==> src/rtl/kgp_stack_pkg.sv <==
// kgp_stack_pkg: shared definitions for the KGP-RISC stack and the control
// unit that drives it.
//   STACK_DATA_W / STACK_DEPTH : default word width and entry count
//   stack_op_e                 : per-cycle stack operation
//   decode_op()                : maps the push/pop request pair onto stack_op_e
package kgp_stack_pkg;

  localparam int STACK_DATA_W = 32;
  localparam int STACK_DEPTH  = 64;

  typedef enum logic [1:0] {
    OP_IDLE = 2'b00,
    OP_PUSH = 2'b01,
    OP_POP  = 2'b10,
    OP_REPL = 2'b11
  } stack_op_e;

  function automatic stack_op_e decode_op(input logic push, input logic pop);
    stack_op_e op;
    case ({push, pop})
      2'b10:   op = OP_PUSH;
      2'b01:   op = OP_POP;
      2'b11:   op = OP_REPL;
      default: op = OP_IDLE;
    endcase
    return op;
  endfunction

endpackage

==> src/rtl/param_stack_if.sv <==
// param_stack_if: request/response bundle between the control unit (master)
// and the stack (slave).
//   push, pop, data_in, err_clr        : master -> stack requests
//   data_out, out_valid                : registered pop result
//   top, count, full, empty            : occupancy / peek status
//   overflow, underflow                : sticky error flags
interface param_stack_if
  import kgp_stack_pkg::*;
#(
  parameter int DATA_W = STACK_DATA_W,
  parameter int DEPTH  = STACK_DEPTH
) ();

  localparam int AW = (DEPTH > 1) ? $clog2(DEPTH) : 1;

  logic              push;
  logic              pop;
  logic [DATA_W-1:0] data_in;
  logic              err_clr;
  logic [DATA_W-1:0] data_out;
  logic              out_valid;
  logic [DATA_W-1:0] top;
  logic [AW:0]       count;
  logic              full;
  logic              empty;
  logic              overflow;
  logic              underflow;

  modport master (
    output push, pop, data_in, err_clr,
    input  data_out, out_valid, top, count, full, empty, overflow, underflow
  );

  modport slave (
    input  push, pop, data_in, err_clr,
    output data_out, out_valid, top, count, full, empty, overflow, underflow
  );

endinterface

==> src/rtl/stack_ram.sv <==
// stack_ram: DEPTH x DATA_W register array, no reset on contents.
//   clk           : write clock
//   we/waddr/wdata: synchronous write port
//   raddr/rdata   : asynchronous read port
module stack_ram #(
  parameter int DATA_W = 32,
  parameter int DEPTH  = 64,
  parameter int AW     = 6
) (
  input  logic              clk,
  input  logic              we,
  input  logic [AW-1:0]     waddr,
  input  logic [DATA_W-1:0] wdata,
  input  logic [AW-1:0]     raddr,
  output logic [DATA_W-1:0] rdata
);

  logic [DATA_W-1:0] mem [DEPTH];

  always_ff @(posedge clk) begin
    if (we) begin
      mem[waddr] <= wdata;
    end
  end

  assign rdata = mem[raddr];

endmodule

==> src/rtl/param_stack.sv <==
// param_stack: parametrised LIFO for call/return addresses and spills.
//   clk   : rising-edge clock
//   reset : asynchronous active-high clear of count, data_out, out_valid, flags
//   bus   : param_stack_if slave (push/pop/data_in/err_clr in; pop result,
//           top peek, count, full/empty and sticky overflow/underflow out)
// count doubles as the write address; valid entries are mem[0..count-1].
module param_stack
  import kgp_stack_pkg::*;
#(
  parameter int DATA_W = STACK_DATA_W,
  parameter int DEPTH  = STACK_DEPTH
) (
  input  logic          clk,
  input  logic          reset,
  param_stack_if.slave  bus
);

  localparam int          AW       = (DEPTH > 1) ? $clog2(DEPTH) : 1;
  localparam logic [AW:0] FULL_CNT = (AW + 1)'(DEPTH);
  localparam logic [AW:0] CNT_ONE  = (AW + 1)'(1);

  logic [AW:0]       count_q, count_d;
  logic [DATA_W-1:0] data_out_q, data_out_d;
  logic              out_valid_q, out_valid_d;
  logic              overflow_q, overflow_d;
  logic              underflow_q, underflow_d;

  logic              is_full, is_empty;
  logic [AW:0]       count_m1;
  logic [AW-1:0]     top_addr;
  logic              ram_we;
  logic [AW-1:0]     ram_waddr;
  logic [DATA_W-1:0] ram_rdata;
  stack_op_e         op;

  assign is_full  = (count_q == FULL_CNT);
  assign is_empty = (count_q == '0);
  assign count_m1 = count_q - CNT_ONE;
  // Park the read address at 0 when empty so it never leaves 0..DEPTH-1.
  assign top_addr = is_empty ? '0 : count_m1[AW-1:0];
  assign op       = decode_op(bus.push, bus.pop);

  stack_ram #(
    .DATA_W (DATA_W),
    .DEPTH  (DEPTH),
    .AW     (AW)
  ) u_ram (
    .clk   (clk),
    .we    (ram_we),
    .waddr (ram_waddr),
    .wdata (bus.data_in),
    .raddr (top_addr),
    .rdata (ram_rdata)
  );

  always_comb begin
    count_d     = count_q;
    data_out_d  = data_out_q;
    out_valid_d = 1'b0;
    // err_clr drops the flags; any error this cycle re-sets them below.
    overflow_d  = overflow_q  & ~bus.err_clr;
    underflow_d = underflow_q & ~bus.err_clr;
    ram_we      = 1'b0;
    ram_waddr   = top_addr;

    case (op)
      OP_PUSH: begin
        if (is_full) begin
          overflow_d = 1'b1;
        end else begin
          ram_we    = 1'b1;
          ram_waddr = count_q[AW-1:0];
          count_d   = count_q + CNT_ONE;
        end
      end
      OP_POP: begin
        if (is_empty) begin
          underflow_d = 1'b1;
        end else begin
          data_out_d  = ram_rdata;
          out_valid_d = 1'b1;
          count_d     = count_m1;
        end
      end
      OP_REPL: begin
        ram_we = 1'b1;
        if (is_empty) begin
          // The pop half fails, the push half still lands at entry 0.
          underflow_d = 1'b1;
          ram_waddr   = '0;
          count_d     = CNT_ONE;
        end else begin
          // Old top is read combinationally before the same-edge overwrite.
          data_out_d  = ram_rdata;
          out_valid_d = 1'b1;
          ram_waddr   = top_addr;
        end
      end
      default: ;
    endcase
  end

  always_ff @(posedge clk or posedge reset) begin
    if (reset) begin
      count_q     <= '0;
      data_out_q  <= '0;
      out_valid_q <= 1'b0;
      overflow_q  <= 1'b0;
      underflow_q <= 1'b0;
    end else begin
      count_q     <= count_d;
      data_out_q  <= data_out_d;
      out_valid_q <= out_valid_d;
      overflow_q  <= overflow_d;
      underflow_q <= underflow_d;
    end
  end

  assign bus.data_out  = data_out_q;
  assign bus.out_valid = out_valid_q;
  assign bus.top       = is_empty ? '0 : ram_rdata;
  assign bus.count     = count_q;
  assign bus.full      = is_full;
  assign bus.empty     = is_empty;
  assign bus.overflow  = overflow_q;
  assign bus.underflow = underflow_q;

endmodule

==> src/flat_wrapper.sv <==
// flat-port wrapper written by rule: the top's interface ports become plain ports
module param_stack_flat import kgp_stack_pkg::*;
#(
  parameter int DATA_W = STACK_DATA_W,
  parameter int DEPTH  = STACK_DEPTH
)
  (clk, reset, bus_push, bus_pop, bus_data_in, bus_err_clr, bus_data_out, bus_out_valid, bus_top, bus_count, bus_full, bus_empty, bus_overflow, bus_underflow);
  param_stack_if #(.DATA_W(DATA_W), .DEPTH(DEPTH)) bus_i ();
  input  logic clk;
  input  logic reset;
  input wire logic [$bits(bus_i.push)-1:0] bus_push;
  input wire logic [$bits(bus_i.pop)-1:0] bus_pop;
  input wire logic [$bits(bus_i.data_in)-1:0] bus_data_in;
  input wire logic [$bits(bus_i.err_clr)-1:0] bus_err_clr;
  output wire logic [$bits(bus_i.data_out)-1:0] bus_data_out;
  output wire logic [$bits(bus_i.out_valid)-1:0] bus_out_valid;
  output wire logic [$bits(bus_i.top)-1:0] bus_top;
  output wire logic [$bits(bus_i.count)-1:0] bus_count;
  output wire logic [$bits(bus_i.full)-1:0] bus_full;
  output wire logic [$bits(bus_i.empty)-1:0] bus_empty;
  output wire logic [$bits(bus_i.overflow)-1:0] bus_overflow;
  output wire logic [$bits(bus_i.underflow)-1:0] bus_underflow;
  assign bus_i.push = bus_push;
  assign bus_i.pop = bus_pop;
  assign bus_i.data_in = bus_data_in;
  assign bus_i.err_clr = bus_err_clr;
  assign bus_data_out = bus_i.data_out;
  assign bus_out_valid = bus_i.out_valid;
  assign bus_top = bus_i.top;
  assign bus_count = bus_i.count;
  assign bus_full = bus_i.full;
  assign bus_empty = bus_i.empty;
  assign bus_overflow = bus_i.overflow;
  assign bus_underflow = bus_i.underflow;
  param_stack #(.DATA_W(DATA_W), .DEPTH(DEPTH)) u_core (.clk(clk), .reset(reset), .bus(bus_i));
endmodule
==> config.mk <==
export PLATFORM = sky130hd
export DESIGN_NAME = param_stack_flat
export DESIGN_NICKNAME = d
export VERILOG_FILES = /design/src/rtl/kgp_stack_pkg.sv /design/src/rtl/param_stack_if.sv /design/src/rtl/stack_ram.sv /design/src/rtl/param_stack.sv /design/src/flat_wrapper.sv
export SDC_FILE = /design/constraint.sdc
export NUM_CORES = 2
export LEC_CHECK = 0
export BUFFER_PORTS_ARGS = -buffer_cell sky130_fd_sc_hd__buf_4
export CORE_MARGIN = 3
export CORE_UTILIZATION = 62
export CTS_CLUSTER_DIAMETER = 100
export DETAILED_ROUTE_END_ITERATION = 12
export HOLD_SLACK_MARGIN = 0.05
export PLACE_DENSITY = 0.79
export SLEW_MARGIN = 20
export SYNTH_ARGS = -nofsm -noshare
export SYNTH_HDL_FRONTEND = slang
export SYNTH_HIERARCHICAL = 1
export SYNTH_SLANG_ARGS = --single-unit
==> constraint.sdc <==
create_clock -name clk -period 5.4 [get_ports clk]
set_clock_uncertainty 0.05 [all_clocks]
set_input_delay 0.54 -clock clk [delete_from_list [all_inputs] [get_ports clk]]
set_output_delay 0.54 -clock clk [all_outputs]
set_load 0.01 [all_outputs]
== After elaboration in Yosys (flattened, before gate mapping) ==
Memory sizes are Yosys's and may differ from the RTL's.
Index checks and enable logic that the tools add are counted.
W data, S select, Z words.

* Output and inout port bits: 76
* Word-level logic and storage cells: 47
* Memories kept: 1
* Memory bits (writable): 2048
* Bits in registers: 42

{| class="wikitable"
|+ Memories
! memory !! words !! bits a word !! read ports !! clocked after Yosys merged registers in !! write ports !! RTL line !! RTL
|-
| u_core.u_ram.mem || 64 || 32 || 1 || 0 || 1 || stack_ram.sv:18 || <nowiki>logic [DATA_W-1:0] mem [DEPTH];</nowiki>
|}

* Reductions and logical operators: 5
* Add/sub/neg operators: 2
* Equal/unequal tests: 10
* Muxes and demuxes: 20
* Bitwise operators: 4

{| class="wikitable"
|+ Operators with widths
! cell !! count
|-
| $mux W32 || 1
|-
| $mux W7 || 3
|-
| $pmux W7 S3 || 1
|-
| $mux W6 || 3
|-
| $pmux W6 S2 || 1
|-
| $mux W1 || 9
|-
| $eq A2 B2 Y1 const B || 4
|-
| $add A7 B1 Y7 const B || 1
|-
| $eq A7 B7 Y1 const B || 1
|-
| $logic_not A7 Y1 || 1
|-
| $sub A7 B1 Y7 const B || 1
|-
| $pmux W2 S3 || 1
|-
| $eq A2 B1 Y1 const B || 2
|-
| $ne A2 B2 Y1 const B || 2
|-
| $reduce_and A4 Y1 || 1
|-
| $reduce_bool A3 Y1 || 1
|-
| $and A1 B1 Y1 || 2
|-
| $ne A2 B1 Y1 const B || 1
|-
| $not A1 Y1 || 2
|-
| $pmux W1 S2 || 1
|-
| $reduce_and A2 Y1 || 1
|-
| $reduce_or A2 Y1 || 1
|}

== Logic depth before layout (Yosys ltp) ==
* Depth in word-level cells: 6
* Depth in mapped cells: 17
* Depth with buffers taken out: 12

== Modules after synthesis ==
The synthesis kept the hierarchy.

{| class="wikitable"
|+ By module, submodules not included
! module !! sequential area each (um^2) !! area an instance (um^2) !! cells each !! times used
|-
| stack_ram || 61499.0 || 77874.7 || 3292 || 1
|-
| param_stack || 1051.0 || 2344.7 || 213 || 1
|}

== Worst setup path before layout ==
OpenSTA, ideal clock, no wires.

* Kind: register to register
* From: register u_core.count_q[0], in the netlist u_core/bus.count[0]
* To: memory u_core.u_ram.mem[48][0] (enable)
* Path buffers: 1
* Arrival: 4568 ps
* Slack: 321 ps
* Clock period less this slack: 5079 ps
* Stages on the path, launching flop included: 11
* Cell sequence: dfrtp_1 -> inv_1 -> ha_1 -> nor4b_4 -> nand2_1 -> clkinv_1 -> or2_2 -> o31ai_1 -> clkbuf_1 -> nand4b_1 -> nor3_1

* Elaborated cells on any way between the ends: 11
* Those cells by class: add/sub (1); eq/ne (1); mux (8); reduce/logical (1)

{| class="wikitable"
|+ RTL lines
! item !! RTL line !! RTL
|-
| start, declared || param_stack.sv:22 || <nowiki>logic [AW:0] count_q, count_d;</nowiki>
|-
| start signal, assigned || param_stack.sv:111 || <nowiki>count_q <= count_d;</nowiki>
|-
| $logic_not A7 Y1 * || param_stack.sv:37 || <nowiki>assign is_empty = (count_q == '0);</nowiki>
|-
| named net bus_empty || flat_wrapper.sv:20 || <nowiki>output wire logic [$bits(bus_i.empty)-1:0] bus_empty;</nowiki>
|-
| $mux W6 || param_stack.sv:40 || <nowiki>assign top_addr = is_empty ? '0 : count_m1[AW-1:0];</nowiki>
|-
| $mux W6 (on tied branches) || param_stack.sv:87, param_stack.sv:68 ||
|-
| $pmux W6 S2 * || param_stack.sv:66 || <nowiki>case (op)</nowiki>
|-
| named net u_core.ram_waddr[4] || param_stack.sv:32 || <nowiki>logic [AW-1:0] ram_waddr;</nowiki>
|-
| end, declared || stack_ram.sv:18 ||
|}

Mark *: on every way through the listed nets, which the timed path passes. The rest lies on a longest branch.

== Worst setup path in the final report ==
* From: register u_core.count_q[1], in the netlist u_core/bus.count[1]
* To: output port bus_top[6]

* Word-level cells in the longest chain between the ends: 4
* Elaborated cells on any way between the ends: 5
* Those cells by class: add/sub (1); mux (2); reduce/logical (1); memory (1)

{| class="wikitable"
|+ Ends and longest elaborated chain
! item !! RTL line !! RTL
|-
| $sub A7 B1 Y7 / $logic_not A7 Y1 (equally long branches) || param_stack.sv:38, param_stack.sv:37 ||
|-
| $mux W6 * || param_stack.sv:40 ||
|-
| named net u_core.top_addr[4] || param_stack.sv:30 || <nowiki>logic [AW-1:0] top_addr;</nowiki>
|-
| $mem_v2 Z64 W32 * || -- ||
|-
| named net u_core.ram_rdata[6] || param_stack.sv:33 || <nowiki>logic [DATA_W-1:0] ram_rdata;</nowiki>
|-
| $mux W32 * || param_stack.sv:121 || <nowiki>assign bus.top = is_empty ? '0 : ram_rdata;</nowiki>
|-
| end, declared || flat_wrapper.sv:17 || <nowiki>output wire logic [$bits(bus_i.top)-1:0] bus_top;</nowiki>
|}

Marks and branches as above.

==> run_summary.xml <==
<?xml version="1.0" encoding="UTF-8"?>
<metrics>
  <group name="grt">
    <metric name="grt_pass1_wl" unit="mm">315</metric>
    <metric name="globalRouteOverflowTotal" unit="">0</metric>
    <metric name="initial_antenna_violation_count" unit="">6</metric>
    <metric name="grt_max_degree" unit="">86</metric>
    <metric name="grtUsageTotal" unit="">0.334</metric>
    <metric name="number_of_global_route_vias_before_repair" unit="">42056</metric>
  </group>
  <group name="logic_synthesis">
    <metric name="synth_top_cell_by_area" unit="">edfxtp_1</metric>
    <metric name="synth_edf_count" unit="">2048</metric>
    <metric name="share_of_synthesized_flip_flops_with_an_asynchronous_set_or_reset" unit="">0.0201</metric>
    <metric name="synth.ff_latch_count" unit="">2090</metric>
    <metric name="synth_mux_area_frac" unit="">0.169</metric>
    <metric name="fraction_of_the_mapped_netlist_area_in_compound_gates" unit="">0.0195</metric>
    <metric name="synthSimpleGateAreaFrac" unit="">0.0179</metric>
    <metric name="synthXorXnorAreaFrac" unit="">0.000437</metric>
    <metric name="sequential_element_share_of_the_synthesized_area" unit="">0.780</metric>
    <metric name="synth-warning-count" unit="">6</metric>
    <metric name="post_synth_inst_count" unit="">3505</metric>
    <metric name="post_synth_top_area_share" unit="">0.767</metric>
    <metric name="synth_fa_ha_area_frac" unit="">0.000468</metric>
    <metric name="yosys_most_used_dff" unit="">edfxtp_1</metric>
    <metric name="post_synth_instance_area" unit="µm²">80200</metric>
    <metric name="dominant_combinational_cell_family_by_area_after_synthesis" unit="">multiplexers</metric>
    <metric name="synthTopCellsByArea" unit="">edfxtp_1, mux4_2, dfrtp_1</metric>
    <metric name="synth.top_cells.by_count" unit="">edfxtp_1, mux4_2, nor2_1</metric>
    <metric name="synthMostInstantiatedCell" unit="">edfxtp_1</metric>
    <metric name="syn_nets" unit="">3545</metric>
    <metric name="synthesis.area_per_instance" unit="µm²">22.9</metric>
    <metric name="post_synth_num_cell_types" unit="">59</metric>
  </group>
  <group name="hold_path">
    <metric name="timing.hold.worst.class" unit="">in -&gt; reg</metric>
    <metric name="hold_end" unit="">u_core/bus.count[4]</metric>
    <metric name="timing.hold.worst.start" unit="">bus_push</metric>
    <metric name="worst_hold_path_stage_count" unit="">3</metric>
  </group>
  <group name="timing">
    <metric name="fmax" unit="MHz">187</metric>
    <metric name="final.period_utilization" unit="">0.991</metric>
    <metric name="worst_pin_slew" unit="ns">0.994</metric>
    <metric name="setup_viol" unit="">0</metric>
    <metric name="final-max-slew-violation-count" unit="">0</metric>
    <metric name="period_needed" unit="ns">5.35</metric>
    <metric name="hold_viol" unit="">0</metric>
    <metric name="slew_headroom" unit="">0.336</metric>
  </group>
  <group name="detailed_routing">
    <metric name="vias" unit="">41731</metric>
    <metric name="route.final.wire_length" unit="mm">226</metric>
    <metric name="route.detailed.vias_per_inst" unit="">7.31</metric>
    <metric name="post-route-drc-count" unit="">0</metric>
    <metric name="detailedRoute.firstPassIterationCount" unit="">8</metric>
    <metric name="final_antenna_net_count" unit="">0</metric>
    <metric name="initial_drt_markers" unit="">6984</metric>
    <metric name="wl_per_cell" unit="µm">39.5</metric>
  </group>
  <group name="floorplanning">
    <metric name="die_w" unit="µm">366</metric>
    <metric name="core_area" unit="µm²">128000</metric>
    <metric name="start_util" unit="">0.627</metric>
    <metric name="floorplan_die_height" unit="µm">366</metric>
    <metric name="dieArea" unit="µm²">134000</metric>
    <metric name="io_pins" unit="">113</metric>
    <metric name="core.rowCount" unit="">131</metric>
  </group>
  <group name="cells_and_area">
    <metric name="area_delta_synth_final" unit="%">14.1</metric>
    <metric name="final_util" unit="">0.715</metric>
    <metric name="fin_cells" unit="">5708</metric>
    <metric name="nNetsFinal" unit="">3853</metric>
    <metric name="post_route_cells_drive_above_1_share" unit="">0.326</metric>
  </group>
  <group name="run">
    <metric name="number_of_max_capacitance_violations_reported" unit="">0</metric>
  </group>
  <group name="critical_path">
    <metric name="cp_top_family" unit="">simple AND/OR/NAND/NOR gates</metric>
    <metric name="timing.setup.critical_path_class" unit="">reg -&gt; out</metric>
    <metric name="critical_path_arrival" unit="ns">4.76</metric>
    <metric name="cp_slowest_cell" unit="">or3b_2</metric>
    <metric name="timing.critical_path.from_type" unit="">register</metric>
    <metric name="worst-r2r-setup-slack" unit="ns">0.74</metric>
    <metric name="critPathCaptureType" unit="">primary output</metric>
    <metric name="reg2reg_from" unit="">u_core/bus.count[1]</metric>
    <metric name="reg2reg_depth" unit="">10</metric>
    <metric name="critical_path.reg2reg.endpoint" unit="">u_core/u_ram/mem[61][19]</metric>
    <metric name="crit_path_max_incr_delay" unit="ns">0.59</metric>
    <metric name="critPathMaxFanout" unit="">31</metric>
    <metric name="crit_path_cell_chain" unit="">inv_1 -&gt; ha_1 -&gt; or3b_2 -&gt; xnor2_1 -&gt; and2_2 -&gt; nand2_1 -&gt; clkbuf_8 -&gt; o221ai_1 -&gt; a21oi_1 -&gt; a21oi_2 -&gt; nor2_2 -&gt; and2_1 -&gt; buf_4</metric>
    <metric name="timing.critical_path.buf_inv" unit="">3</metric>
    <metric name="required_time_at_the_worst_slack_endpoint" unit="ns">4.81</metric>
  </group>
  <group name="power">
    <metric name="power_density" unit="nW/µm²">634</metric>
    <metric name="p_leak" unit="µW">0.0288</metric>
    <metric name="vdd_ir_drop_max" unit="µV">548</metric>
  </group>
  <group name="placed_design">
    <metric name="io_buffer_count" unit="">112</metric>
    <metric name="gp_congestion" unit="">0.877</metric>
    <metric name="placed_cells" unit="">5309</metric>
    <metric name="detailed_place_hpwl" unit="mm">108</metric>
  </group>
  <group name="clock_network">
    <metric name="cts_htree_levels" unit="">4</metric>
    <metric name="root_buffer" unit="">clkbuf_16</metric>
    <metric name="cts.path.max_buffers" unit="">3</metric>
    <metric name="cts_num_sinks" unit="">2090</metric>
    <metric name="worst_skew_pair.late_latency" unit="ns">0.85</metric>
    <metric name="numCtsBuffers" unit="">196</metric>
    <metric name="clk_pin_slew_worst_paths" unit="ns">0.06</metric>
    <metric name="tritoncts_clock_tree" unit="">built</metric>
  </group>
  <group name="outcome">
    <metric name="outcome" unit="">completed</metric>
  </group>
</metrics>
==> layer usage <==
| layer | vias to the layer above | wire length [µm] | track usage |
|---|---|---|---|
| li1 | 15522 | - | - |
| met2 | 4005 | 109000 | 0.520 |
| met5 | - | 13 | 0 |
| met1 | 21498 | 73300 | 0.455 |
| met4 | 2 | 12500 | 0.158 |
| met3 | 704 | 30300 | 0.0820 |
==> worst min-delay path: stages <==
cell and delay [ns]:
buf_4 0.14, o32ai_1 0.10, o21a_1 0.16
==> sequential cells by signal (all words and copies together) (netlist names) <==
| signal | cells |
|---|---|
| u_core/bus.out_valid | 1 |
| u_core/bus.data_out | 32 |
| u_core/bus.count | 7 |
| u_core/bus.overflow | 1 |
| u_core/u_ram/mem | 2048 |
| u_core/bus.underflow | 1 |
==> where the power goes <==
group | switching, µW | internal, µW
Clock | 6020 | 7510
Combinational | 14700 | 10700
Sequential | 342 | 18800
Total | 21100 | 37000
==> cells by family (layout without fill, tap and decap cells) <==
family | after synthesis | after routing
XOR/XNOR | 4 | 4
flip-flops | 2090 | 2090
AO/OA/AOI/OAI | 238 | 238
AND/OR/NAND/NOR | 292 | 292
buffers and inverters | 205 | 676
adder cells (fa/ha/maj) | 3 | 3
multiplexers | 673 | 673
other | 0 | 3
==> final cells by class <==
class,instances,area (µm²)
clock buffers,250,5300
multi-input cells,1210,17500
repair buffers,306,3100
diodes,3,7.51
well taps,1729,2160
flip-flops and latches,2090,62600
inverters,9,41.3
fillers,6826,36400
clock inverters,111,922
==> stage by stage <==
stage	area [µm²]	hold WS (ns)	power (µW)	TNS (ns)	setup slack (ns)
finish	91600	0.117	58100	0	0.0497
global route	91600	0.136	59400	-0.0820	-0.0407
CTS	91200	0.0602	56800	-0.0262	-0.0112
detailed placement	84300	0.437	41800	-0.0304	-0.0304
global placement	84300	0.431	41400	0	0.0911
floorplan	80200	0.471	33300	0	0.321
==> worst max-delay path by stage <==
stage / start / to / slack [ns] / depth (start not counted)
3_3_place_gp: u_core/bus.count[1] / bus_top[19] / 0.09 / 16
5_1_grt: u_core/bus.count[1] / bus_top[6] / -0.04 / 14
6_report: u_core/bus.count[1] / bus_top[6] / 0.05 / 13
4_1_cts: u_core/bus.count[2] / bus_top[13] / -0.01 / 14
2_1_floorplan: u_core/bus.count[0] / u_core/u_ram/mem[48][0] / 0.32 / 10
3_5_place_dp: u_core/bus.count[1] / bus_top[19] / -0.03 / 16
==> what timing repair did <==
item,CTS,global route
gates cloned,8,6
pin swaps,2,2
hold buffers,3,0
gates resized for setup,75,35
setup endpoints to repair,32,32
buffers inserted,7,11
hold endpoints to repair,45,0
==> layout by cell type (no fill, tap or decap), types with 7 or more instances in the layout <==
cell type and instances:
a21oi_2 14, edfxtp_1 2048, buf_12 22, mux4_2 544, nor2_4 69, clkinv_2 28
bufinv_16 12, inv_1 7, nand2_1 27, a22oi_1 13, o221ai_1 25, nor2_2 11
buf_4 247, buf_16 12, nand3_1 7, o22ai_1 72, a311oi_1 8, clkbuf_1 44
nor2b_1 16, nand2b_1 8, clkinv_1 49, and2_1 34, o22ai_2 14, clkbuf_16 210
mux2_2 28, mux2i_1 94, a21oi_1 53, o21ai_0 7, dfrtp_1 41, buf_6 8
clkinvlp_4 11, nor2_1 67
(Power assumes the default switching activity.)
